==> config.mk <==
export PLATFORM = sky130hd
export DESIGN_NAME = vram_arbiter
export DESIGN_NICKNAME = d
export VERILOG_FILES = /design/src/rtl/vram_arbiter.sv
export SDC_FILE = /design/constraint.sdc
export NUM_CORES = 1
export LEC_CHECK = 0
export ABC_AREA = 1
export CAP_MARGIN = 10
export CORE_MARGIN = 2
export CORE_UTILIZATION = 40
export CTS_CLUSTER_DIAMETER = 80
export DETAILED_ROUTE_END_ITERATION = 6
export DONT_BUFFER_PORTS = 1
export PLACE_DENSITY = 0.63
export SLEW_MARGIN = 30
export SYNTH_ARGS = -nofsm -noshare
export SYNTH_HDL_FRONTEND = slang
export SYNTH_SLANG_ARGS = --single-unit
==> constraint.sdc <==
create_clock -name clk -period 1.6 [get_ports clk]
set_clock_uncertainty 0.15 [all_clocks]
set_input_delay 0.08 -clock clk [delete_from_list [all_inputs] [get_ports clk]]
set_output_delay 0.08 -clock clk [all_outputs]
set_load 0.05 [all_outputs]
==> src/rtl/vram_arbiter.sv <==
// VRAM port arbiter: scanout owns the read port, renderer/CPU share the write port round-robin with bounded bursts.
// Writes land 1 cycle after grant, reads return RD_LAT cycles after grant; optional stall counters under VRAM_ARB_STATS_EN.
module vram_arbiter #(
  parameter int MAX_BURST = 8,
  parameter int RD_LAT    = 1
) (
  input  logic        clk,
  input  logic        rst_n,
  input  logic        rend_req,
  input  logic [18:0] rend_addr,
  input  logic        rend_data,
  output logic        rend_gnt,
  input  logic        cpu_wreq,
  input  logic [18:0] cpu_waddr,
  input  logic        cpu_wdata,
  output logic        cpu_wgnt,
  input  logic        cpu_rreq,
  input  logic [18:0] cpu_raddr,
  output logic        cpu_rgnt,
  output logic        cpu_rvalid,
  output logic [15:0] cpu_rdata,
  input  logic        scan_req,
  input  logic [18:0] scan_addr,
  output logic        scan_valid,
  output logic [15:0] scan_data,
  output logic        vram_we,
  output logic [18:0] vram_waddr,
  output logic        vram_wdata,
  output logic [18:0] vram_raddr,
  input  logic [15:0] vram_rdata
`ifdef VRAM_ARB_STATS_EN
  ,
  output logic [15:0] rend_stall_cnt,
  output logic [15:0] cpu_wstall_cnt,
  output logic [15:0] cpu_rstall_cnt
`endif
);

  typedef enum logic [1:0] {W_IDLE, W_REND, W_CPU} wstate_t;

  localparam logic [7:0] MB = 8'(MAX_BURST);

  wstate_t     state, state_nxt;
  logic        last_cpu, last_cpu_nxt;
  logic [7:0]  burst_cnt, burst_cnt_nxt, burst_inc;
  logic        own_rend, own_cpu;

  assign burst_inc = (burst_cnt == 8'hFF) ? 8'hFF : burst_cnt + 8'd1;

  always_comb begin
    own_rend      = 1'b0;
    own_cpu       = 1'b0;
    state_nxt     = W_IDLE;
    burst_cnt_nxt = burst_cnt;
    last_cpu_nxt  = last_cpu;
    if (state == W_REND && rend_req && (!cpu_wreq || burst_cnt < MB)) begin
      own_rend = 1'b1;
    end else if (state == W_CPU && cpu_wreq && (!rend_req || burst_cnt < MB)) begin
      own_cpu = 1'b1;
    end else if (rend_req && cpu_wreq) begin
      own_rend = last_cpu;
      own_cpu  = !last_cpu;
    end else begin
      own_rend = rend_req;
      own_cpu  = cpu_wreq;
    end
    if (own_rend) begin
      state_nxt     = W_REND;
      last_cpu_nxt  = 1'b0;
      burst_cnt_nxt = (state == W_REND) ? burst_inc : 8'd1;
    end else if (own_cpu) begin
      state_nxt     = W_CPU;
      last_cpu_nxt  = 1'b1;
      burst_cnt_nxt = (state == W_CPU) ? burst_inc : 8'd1;
    end
  end

  // Grants are masked in reset so a beat presented then is simply dropped.
  assign rend_gnt = rst_n & own_rend;
  assign cpu_wgnt = rst_n & own_cpu;

  always_ff @(posedge clk) begin
    if (!rst_n) begin
      state     <= W_IDLE;
      last_cpu  <= 1'b1;
      burst_cnt <= 8'd0;
    end else begin
      state     <= state_nxt;
      last_cpu  <= last_cpu_nxt;
      burst_cnt <= burst_cnt_nxt;
    end
  end

  logic        we_q;
  logic [18:0] waddr_q;
  logic        wdata_q;

  always_ff @(posedge clk) begin
    if (!rst_n) begin
      we_q    <= 1'b0;
      waddr_q <= '0;
      wdata_q <= 1'b0;
    end else begin
      we_q <= rend_gnt | cpu_wgnt;
      if (rend_gnt) begin
        waddr_q <= rend_addr;
        wdata_q <= rend_data;
      end else if (cpu_wgnt) begin
        waddr_q <= cpu_waddr;
        wdata_q <= cpu_wdata;
      end
    end
  end

  assign vram_we    = rst_n & we_q;
  assign vram_waddr = rst_n ? waddr_q : '0;
  assign vram_wdata = rst_n & wdata_q;

  logic        scan_rd;
  logic [18:0] raddr_q;
  logic [1:0]  tag_pipe [RD_LAT];
  logic [1:0]  tag_out;
  logic [15:0] sdata_q, cdata_q;

  assign scan_rd  = rst_n & scan_req;
  assign cpu_rgnt = rst_n & cpu_rreq & ~scan_req;

  always_comb begin
    vram_raddr = raddr_q;
    if (!rst_n)        vram_raddr = '0;
    else if (scan_req) vram_raddr = scan_addr;
    else if (cpu_rreq) vram_raddr = cpu_raddr;
  end

  always_ff @(posedge clk) begin
    if (!rst_n) begin
      raddr_q <= '0;
      sdata_q <= '0;
      cdata_q <= '0;
      for (int k = 0; k < RD_LAT; k++) tag_pipe[k] <= 2'b00;
    end else begin
      if (scan_rd || cpu_rgnt) raddr_q <= vram_raddr;
      sdata_q     <= scan_data;
      cdata_q     <= cpu_rdata;
      tag_pipe[0] <= {scan_rd, cpu_rgnt};
      for (int k = 1; k < RD_LAT; k++) tag_pipe[k] <= tag_pipe[k-1];
    end
  end

  // Tag {scan, cpu} emerges aligned with the VRAM's returned word.
  assign tag_out    = tag_pipe[RD_LAT-1];
  assign scan_valid = rst_n & tag_out[1];
  assign cpu_rvalid = rst_n & tag_out[0];
  assign scan_data  = !rst_n ? 16'h0000 : (scan_valid ? vram_rdata : sdata_q);
  assign cpu_rdata  = !rst_n ? 16'h0000 : (cpu_rvalid ? vram_rdata : cdata_q);

`ifdef VRAM_ARB_STATS_EN
  function automatic logic [15:0] sat_inc16(input logic [15:0] v);
    return (v == 16'hFFFF) ? v : v + 16'd1;
  endfunction

  always_ff @(posedge clk) begin
    if (!rst_n) begin
      rend_stall_cnt <= '0;
      cpu_wstall_cnt <= '0;
      cpu_rstall_cnt <= '0;
    end else begin
      if (rend_req && !rend_gnt) rend_stall_cnt <= sat_inc16(rend_stall_cnt);
      if (cpu_wreq && !cpu_wgnt) cpu_wstall_cnt <= sat_inc16(cpu_wstall_cnt);
      if (cpu_rreq && !cpu_rgnt) cpu_rstall_cnt <= sat_inc16(cpu_rstall_cnt);
    end
  end
`endif

endmodule

==> results.py, run 1 <==
metrics = {
    "detailed_routing": {
        "via_per_inst": 5.29,
        "antenna_left": 0,
        "route.vias.total": 5052,
        "wire_per_inst_um": 17.2,
        "drtPass1Iterations": 5,
        "drt_iter0_drc": 340,
        "drc_errors": 0,
        "totalWireLength_mm": 16.4,
    },
    "placed_design": {
        "post-place-cells": 805,
        "placed_cell_area_um2": 5700,
        "pre_cts_slack_ns": -0.0553,
        "hpwl_mm": 8.42,
        "globalplace.congestion": 0.811,
        "numPortBuffers": 0,
    },
    "power": {
        "combPwrFrac_pct": 35.4,
        "vdd_ir_drop_max_mv": 0.600,
        "seqPwrFrac_pct": 39.3,
        "switchingPower_mw": 2.05,
        "p_total_mw": 5.97,
        "swShare_pct": 34.4,
        "p_clk_share_pct": 25.3,
        "p_int_mw": 3.92,
        "power.leakage_nw": 3.63,
        "p_per_area_nw_per_um2": 746,
    },
    "clock_tree": {
        "clockRootBuffer": "clkbuf_8",
        "cts_sinks": 85,
        "clock_latency_ns": 0.35,
        "cts.path.max_buffers": 2,
        "clk_pin_slew_worst_paths_ns": 0.10,
        "cts_tree": "done",
        "htree_levels": 3,
        "numCtsBuffers": 9,
    },
    "sta": {
        "worstMarginPinSlew_ns": 0.642,
        "fin_crit_ns": 1.71,
        "timing.hold.ws_ns": -0.205,
        "hold_viol": 43,
        "rsz0062_at_grt": "yes",
        "setup_violations": 42,
        "layout_setup_ws_ns": -0.113,
        "drv_slew": 0,
        "period_share_pct": 107,
        "slew_headroom_pct": 57.2,
        "finalSetupTns_ns": -1.44,
        "fmax_mhz": 584,
    },
    "global_route": {
        "first_global_vias": 4897,
        "overflow": 0,
        "grt_first_pass_wirelength_mm": 22.2,
        "antenna_found_initial": 0,
        "grt_usage_pct": 24.2,
        "grt_max_degree": 68,
    },
    "setup_path": {
        "end_kind": "flop",
        "crit_slowest_cell": "dfxtp_2",
        "path_class": "reg -> reg",
        "critical_path_buf_inv_count": 1,
        "max_stage_delay_ns": 0.34,
        "worstPathCellList": "nor2_2 -> nand3_2 -> nand2_2 -> nand3_4 -> nand2_4 -> buf_6 -> nand2_1 -> nand2_4 -> nand2_1 -> a21oi_1",
        "path_delay_family": "simple AND/OR/NAND/NOR gates",
        "worstPathMaxFanout": 7,
        "startpoint_type": "flop",
        "critPathArrivalTime_ns": 1.83,
        "critical_path_required_ns": 1.72,
    },
    "cells_and_area": {
        "instances_no_fill": 955,
        "syn2layout_area_growth_pct": 92.7,
        "finalInstanceArea_um2": 8000,
        "multi_input_area_um2": 2700,
        "utilization_pct": 78.5,
        "final_cell_mix": "nand2_1, dlygate4sd3_1, inv_1, dfxtp_1, nor2_1",
        "regArea_um2": 1720,
        "antenna_cells": 0,
        "final_common_cell": "nand2_1",
        "fillCellCount": 637,
        "num-nets-final": 916,
        "drive_gt1_share_pct": 31.7,
    },
    "synthesis": {
        "ys.warnings.count": 0,
        "yosysUniqueCellTypes": 25,
        "netlist_area_um2": 4150,
        "avgSynthCellArea_um2": 6.84,
        "syn_inst": 607,
        "ys_ff_latch": 85,
        "yosysSeqAreaShare_pct": 41.0,
        "syn_nets": 708,
    },
    "floorplanning": {
        "die_w_um": 106,
        "coreArea_um2": 10200,
        "ios": 177,
        "start_util_pct": 40.7,
        "num_rows": 37,
        "fp.dieH_um": 106,
        "dieArea_um2": 11200,
    },
    "worst_hold_path": {
        "hold_path.class": "in -> reg",
    },
    "run_status": {
        "violations": "hold timing, setup timing",
        "status": "finished, violations left",
    },
    "job": {
        "maxCapViolations": 0,
    },
}
[power groups by stage]
stage / registers (mW) / logic, mW / clock network [mW]
5_1_grt: 2.36 / 2.22 / 1.63
6_report: 2.35 / 2.11 / 1.51
3_3_place_gp: 2.36 / 1.50 / 0
2_1_floorplan: 2.35 / 1.03 / 0
3_5_place_dp: 2.36 / 1.53 / 0
4_1_cts: 2.32 / 1.85 / 1.51
[worst register-to-register path: stages, from the launching register on]
cell and delay [ns]:
dfxtp_2 0.34, nor2_2 0.12, nand3_2 0.09, nand2_2 0.09, nand3_4 0.11, nand2_4 0.13, buf_6 0.16, nand2_1 0.09
nand2_4 0.11, nand2_1 0.07, a21oi_1 0.16
[final cells by class]
type	instances	area share, %
multi-input combinational	399	33.7
clock buffer	11	1.64
tap	136	2.13
sequential	85	21.4
inverter	88	4.29
clock inverter	4	0.626
timing repair buffer	232	36.1
[flip-flops by register name, indices dropped and copies added, names as in the netlist]
name       cells
raddr_q       19
waddr_q       19
cdata_q       16
sdata_q       16
burst_cnt      8
state          2
tag_pipe       2
last_cpu       1
wdata_q        1
we_q           1
[cell usage after synthesis]
cell	instances	area [um2]
dfxtp_1	85	1700
nand2_2	4	25.0
buf_4	1	7.51
o21ai_0	41	205
clkbuf_1	16	60.1
o21bai_1	1	7.51
o31ai_1	38	285
nor2_1	63	236
inv_4	1	6.26
nand3_1	19	95.1
buf_6	7	78.8
inv_2	4	15.0
ha_1	1	12.5
nand4_1	5	31.3
nand2_4	2	22.5
o21ai_1	21	105
buf_2	11	55.1
a21oi_1	71	355
or2_1	1	6.26
inv_1	83	312
nand2_1	125	469
xor2_1	1	8.76
nor2_2	2	12.5
or2_2	1	6.26
nand3_2	3	30.0
[final timing paths]
path                      from            to  slack [ns]  depth (start not counted)
setup reg to reg  burst_cnt[6]  burst_cnt[4]       -0.11                         10
hold / removal           rst_n    cdata_q[4]       -0.21                          2
hold reg to reg   burst_cnt[3]  burst_cnt[3]        0.35                          2
setup / recovery  burst_cnt[6]  burst_cnt[4]       -0.11                         10
[per-layer routing]
metal  GRT usage, %  part of all wire [%]
met1           27.4                    38
met5              0                     0
met3           4.21                   5.5
met4           9.21                   3.4
met2           44.8                    53
[kinds of logic (layout without fill, tap and decap cells)]
group	count (synthesis)	after routing	share of synthesized area, %
simple gates	225	225	22.5
compound gates	172	172	23.1
buf+inv	123	335	12.9
flops	85	85	41.0
fa+ha+maj	1	1	0.301
xor+xnor	1	1	0.211
[what timing repair did]
action	CTS	global route
gates cloned	2	9
hold endpoints to repair	84	53
resized for setup	67	103
pin swaps	8	26
hold buffers	109	2
setup endpoints to repair	40	68
setup buffers	5	9
Power figures use the tool's default switching activity.
==> inputs of run 2 (changes only) <==
- BUFFER_PORTS_ARGS: unset -> -buffer_cell sky130_fd_sc_hd__buf_2
- DONT_BUFFER_PORTS: 1 -> unset
- PLACE_DENSITY: 0.63 -> 0.79
==> run 2 against run 1 <==
The flow finishes with violations (setup timing). Count of clock-buffer cells in the layout unchanged. Design area grew 2.3%. Clock power increased by 21%. Sequential power about the same. Combinational power rose by 3%. Maximum frequency is 3.3% lower. Worst setup slack got worse by 0.058 ns. Global-route usage rose by 3.5 points. Non-clock buffer count up 116. Core utilization increased by 1.8 points. First-iteration DRC count grew 46%. Largest power group unchanged. Highest routed layer unchanged.
==> results.py, run 2 (synthesized netlist as in run 1, its figures left out) <==
metrics = {
    "run_status": {
        "status": "finished, violations left",
        "violations": "setup timing",
    },
    "floorplanning": {
        "fp.dieH_um": 106,
        "ios": 177,
        "start_util_pct": 40.7,
        "coreArea_um2": 10200,
        "dieArea_um2": 11200,
        "num_rows": 37,
        "die_w_um": 106,
    },
    "worst_hold_path": {
        "hold_path.class": "in -> reg",
    },
    "setup_path": {
        "startpoint_type": "flop",
        "critical_path_required_ns": 1.74,
        "end_kind": "flop",
        "critPathArrivalTime_ns": 1.91,
        "ff2ff_setup_slack_ns": -0.17,
        "worstPathMaxFanout": 4,
        "path_class": "reg -> reg",
    },
    "cells_and_area": {
        "drive_gt1_share_pct": 41.5,
        "num-nets-final": 1033,
        "utilization_pct": 80.4,
        "finalInstanceArea_um2": 8180,
        "syn2layout_area_growth_pct": 97.2,
        "final_cell_mix": "buf_2, nand2_1, dlygate4sd3_1, inv_1, dfxtp_1",
        "final_common_cell": "buf_2",
        "instances_no_fill": 1074,
        "largestRegisters": "raddr_q: 19 flops, waddr_q: 19 flops",
    },
    "power": {
        "power.leakage_nw": 4.01,
        "p_per_area_nw_per_um2": 777,
        "p_total_mw": 6.36,
        "vdd_ir_drop_max_mv": 0.598,
    },
    "placed_design": {
        "pre_cts_slack_ns": 0.0138,
        "post-place-cells": 911,
        "placed_cell_area_um2": 5530,
        "numPortBuffers": 176,
        "hpwl_mm": 8.09,
        "globalplace.congestion": 0.909,
    },
    "clock_tree": {
        "cts.path.max_buffers": 2,
        "htree_levels": 3,
        "clockRootBuffer": "clkbuf_8",
        "cts_sinks": 85,
        "numCtsBuffers": 9,
        "clock_latency_ns": 0.37,
        "clk_pin_slew_worst_paths_ns": 0.10,
        "cts_tree": "done",
    },
    "detailed_routing": {
        "via_per_inst": 5.34,
        "route.vias.total": 5733,
        "totalWireLength_mm": 19.5,
        "antenna_left": 0,
        "drt_iter0_drc": 496,
        "drtPass1Iterations": 6,
        "wire_per_inst_um": 18.2,
        "drc_errors": 0,
    },
    "sta": {
        "fin_crit_ns": 1.77,
        "period_share_pct": 111,
        "setup_violations": 53,
        "hold_viol": 0,
        "rsz0062_at_grt": "yes",
        "layout_setup_ws_ns": -0.172,
        "fmax_mhz": 564,
        "slew_headroom_pct": 78.4,
        "drv_slew": 0,
        "worstMarginPinSlew_ns": 0.323,
    },
    "global_route": {
        "first_global_vias": 5383,
        "grt_usage_pct": 27.7,
        "grt_max_degree": 44,
        "overflow": 0,
        "antenna_found_initial": 0,
        "grt_first_pass_wirelength_mm": 25.1,
    },
    "job": {
        "maxCapViolations": 0,
    },
}
-- run 2: changes by cell type in the layout (fill, tap and decap cells not counted), moves of 7 or more --
cell and change:
buf_2 +132, o21ai_2 -8, dlymetal6s4s_1 -11, o21ai_4 +7, buf_12 -41, buf_6 +34
-- run 2: through the flow --
stage               setup TNS, ns  hold slack [ns]
floorplan                   -3.64           0.0613
global placement                0            0.152
detailed placement              0            0.156
CTS                        -0.224           0.0126
global route                -6.41           0.0446
finish                      -2.29           0.0357
-- run 2: final timing paths --
kind | cells past startpoint | to | startpoint
worst max-delay path | 10 | burst_cnt[4] | burst_cnt[1]
worst min-delay path | 4 | state[1] | rst_n
worst max register to register | 10 | burst_cnt[4] | burst_cnt[1]
worst min register to register | 2 | burst_cnt[3] | burst_cnt[3]
-- run 2: what timing repair did --
item,CTS,global route
buffers inserted,12,26
pin swaps,10,37
gates cloned,3,10
hold buffers,96,0
hold endpoints to repair,73,0
resized for setup,112,152
setup endpoints to repair,35,72
-- run 2: routing by layer --
layer / part of all wire (%) / track usage [%] / wire length (um) / up-vias
met1: 35 / 29.3 / 6840 / 2676
met2: 52 / 51.2 / 10100 / 349
li1: - / - / - / 2619
met4: 4.8 / 11.7 / 928 / 0
met3: 8.4 / 7.67 / 1650 / 89
met5: 0 / 0 / 0 / -
-- run 2: final cells by class --
type / count / area (um2)
clock buffer: 11 / 151
inverter: 88 / 343
tap: 136 / 170
timing repair inverter: 1 / 5.00
antenna: 1 / 2.50
clock inverter: 5 / 82.6
timing repair buffer: 348 / 3030
fill: 589 / 2000
multi-input combinational: 399 / 2680
sequential: 85 / 1720
-- run 2: power by group --
group,switching (mW),internal (mW)
clock,0.866,0.969
combinational,1.28,0.885
sequential,0.0872,2.27
total,2.24,4.12
-- run 2: worst max-delay path, stage by stage, from the launching register on --
cell and delay [ns]:
dfxtp_1 0.39, ha_2 0.21, nand2_1 0.09, inv_2 0.10, nand2_1 0.07, or2_2 0.28
nand3_1 0.08, nand2_1 0.06, inv_1 0.05, nand2_1 0.05, a21oi_1 0.14
==> inputs of run 3 (changes only) <==
- RECOVER_POWER: unset -> 25
==> run 3 against run 2 <==
The flow finishes with violations (DRC, setup timing). Register-to-register slack about the same. Design area decreased by 0.81%. Maximum frequency decreased by 0.59%. Global-route usage unchanged. Via count increased by 0.37%. Critical path depth unchanged. First-iteration DRC count decreased by 5.6%. Core utilization decreased by 0.65 points. Worst hold slack improved by 0.0052 ns. Die area unchanged. Critical path type unchanged. Highest routed layer unchanged.
==> results.py, run 3 (synthesized netlist as in run 1, its figures left out) <==
metrics = {
    "run_status": {
        "status": "finished, violations left",
        "violations": "DRC, setup timing",
    },
    "detailed_routing": {
        "drt_iter0_drc": 468,
        "drtPass1Iterations": 7,
        "drc_errors": 7,
        "via_per_inst": 5.36,
        "wire_per_inst_um": 18.2,
        "antenna_left": 0,
        "route.vias.total": 5754,
        "totalWireLength_mm": 19.5,
    },
    "sta": {
        "fmax_mhz": 561,
        "hold_viol": 0,
        "period_share_pct": 111,
        "worstMarginPinSlew_ns": 0.431,
        "drv_slew": 0,
        "layout_setup_ws_ns": -0.182,
        "timing.hold.ws_ns": 0.0409,
        "setup_violations": 55,
        "fin_crit_ns": 1.78,
        "slew_headroom_pct": 70.9,
        "rsz0062_at_grt": "yes",
    },
    "setup_path": {
        "critical_path_buf_inv_count": 2,
        "rr_worst_depth": 10,
        "worstPathCellList": "ha_2 -> nand2_1 -> inv_2 -> nand2_1 -> or2_2 -> nand3_1 -> nand2_1 -> inv_1 -> nand2_1 -> a21oi_1",
        "path_delay_family": "simple AND/OR/NAND/NOR gates",
        "reg2reg_to": "burst_cnt[4]",
        "crit_slowest_cell": "dfxtp_1",
        "crit_end": "burst_cnt[4]",
        "path_class": "reg -> reg",
        "crit_path_start": "burst_cnt[1]",
        "ff2ff_setup_slack_ns": -0.18,
        "timing.rr.start": "burst_cnt[1]",
        "end_kind": "flop",
        "critPathArrivalTime_ns": 1.92,
        "crit_cells": 10,
        "critical_path.most_common_cell": "nand2_1",
        "max_stage_delay_ns": 0.39,
        "worstPathMaxFanout": 4,
        "critical_path_required_ns": 1.74,
        "startpoint_type": "flop",
    },
    "global_route": {
        "grt_usage_pct": 27.7,
        "grt_max_degree": 44,
        "grt_first_pass_wirelength_mm": 25.1,
        "antenna_found_initial": 0,
        "first_global_vias": 5383,
        "overflow": 0,
    },
    "clock_tree": {
        "cts_sinks": 85,
        "clk_pin_slew_worst_paths_ns": 0.10,
        "cts.path.max_buffers": 2,
        "htree_levels": 3,
        "cts_tree": "done",
        "numCtsBuffers": 9,
        "clock_latency_ns": 0.37,
        "clockRootBuffer": "clkbuf_8",
    },
    "power": {
        "power.leakage_nw": 3.98,
        "p_total_mw": 6.34,
        "p_per_area_nw_per_um2": 781,
        "vdd_ir_drop_max_mv": 0.595,
    },
    "job": {
        "maxCapViolations": 0,
    },
    "floorplanning": {
        "fp.dieH_um": 106,
        "dieArea_um2": 11200,
        "start_util_pct": 40.7,
        "ios": 177,
        "die_w_um": 106,
        "coreArea_um2": 10200,
        "num_rows": 37,
    },
    "worst_hold_path": {
        "hold_path.class": "in -> reg",
    },
    "cells_and_area": {
        "syn2layout_area_growth_pct": 95.6,
        "num-nets-final": 1033,
        "final_common_cell": "buf_2",
        "finalInstanceArea_um2": 8120,
        "utilization_pct": 79.7,
        "instances_no_fill": 1074,
        "drive_gt1_share_pct": 40.6,
        "largestRegisters": "raddr_q: 19 flops, waddr_q: 19 flops",
        "final_cell_mix": "buf_2, nand2_1, dlygate4sd3_1, inv_1, dfxtp_1",
    },
    "placed_design": {
        "globalplace.congestion": 0.909,
        "hpwl_mm": 8.09,
        "placed_cell_area_um2": 5530,
        "post-place-cells": 911,
        "numPortBuffers": 176,
    },
}
-- run 3: cell types whose count changed in the layout (fill, tap and decap cells not counted) --
cell	delta
buf_6	-2
clkbuf_1	+5
o21ai_2	-3
clkbuf_4	+1
o21ai_0	+4
clkbuf_16	-1
buf_4	-3
o21ai_4	-1
-- run 3: report_power, final --
group          leakage (nW)  internal (mW)  switching (mW)
registers             0.706           2.27          0.0844
clock network         0.120          0.969           0.863
logic                  3.15          0.871            1.28
-- run 3: timing repair --
action	CTS	global route
pin swaps	10	37
buffers inserted	12	26
hold buffers	96	0
setup endpoints to repair	35	72
gates cloned	3	10
endpoints found under the hold margin	73	0
resized for setup	112	152
-- run 3: worst min-delay path by stage --
stage / start / end / slack [ns] / cells after the start
global placement: scan_addr[13] / raddr_q[13] / 0.15 / 3
floorplan: scan_addr[10] / raddr_q[10] / 0.06 / 2
finish: rst_n / state[1] / 0.04 / 4
CTS: rst_n / burst_cnt[4] / 0.01 / 4
detailed placement: scan_addr[14] / raddr_q[14] / 0.16 / 3
global route: rst_n / burst_cnt[5] / 0.04 / 4
-- run 3: through the flow --
step	setup slack (ns)	setup TNS (ns)
finish	-0.182	-2.59
global route	-0.239	-7.15
CTS	-0.0813	-0.224
detailed placement	0.0138	0
global placement	0.0632	0
floorplan	-0.419	-3.64
-- run 3: routing by layer --
metal | GRT usage [%] | share of wire [%]
met1 | 29.3 | 35
met2 | 51.2 | 51
met3 | 7.67 | 8.4
met4 | 11.7 | 5.0
met5 | 0 | 0
-- run 3: cell type report --
cell class / instances / area (um2)
repair buffers: 348 / 2990
multi-input cells: 399 / 2660
fillers: 606 / 2070
well taps: 136 / 170
clock buffers: 11 / 151
repair inverters: 1 / 5.00
inverters: 88 / 343
flip-flops and latches: 85 / 1720
clock inverters: 5 / 82.6
diodes: 1 / 2.50
-- run 3: worst reg2reg max path, delay by kind of cell (launching register included) --
kind,cells,cell delay (ns)
AND/OR/NAND/NOR,6,0.65
flip-flops,1,0.39
adder cells (fa/ha/maj),1,0.21
buffers and inverters,2,0.15
AO/OA/AOI/OAI,1,0.14
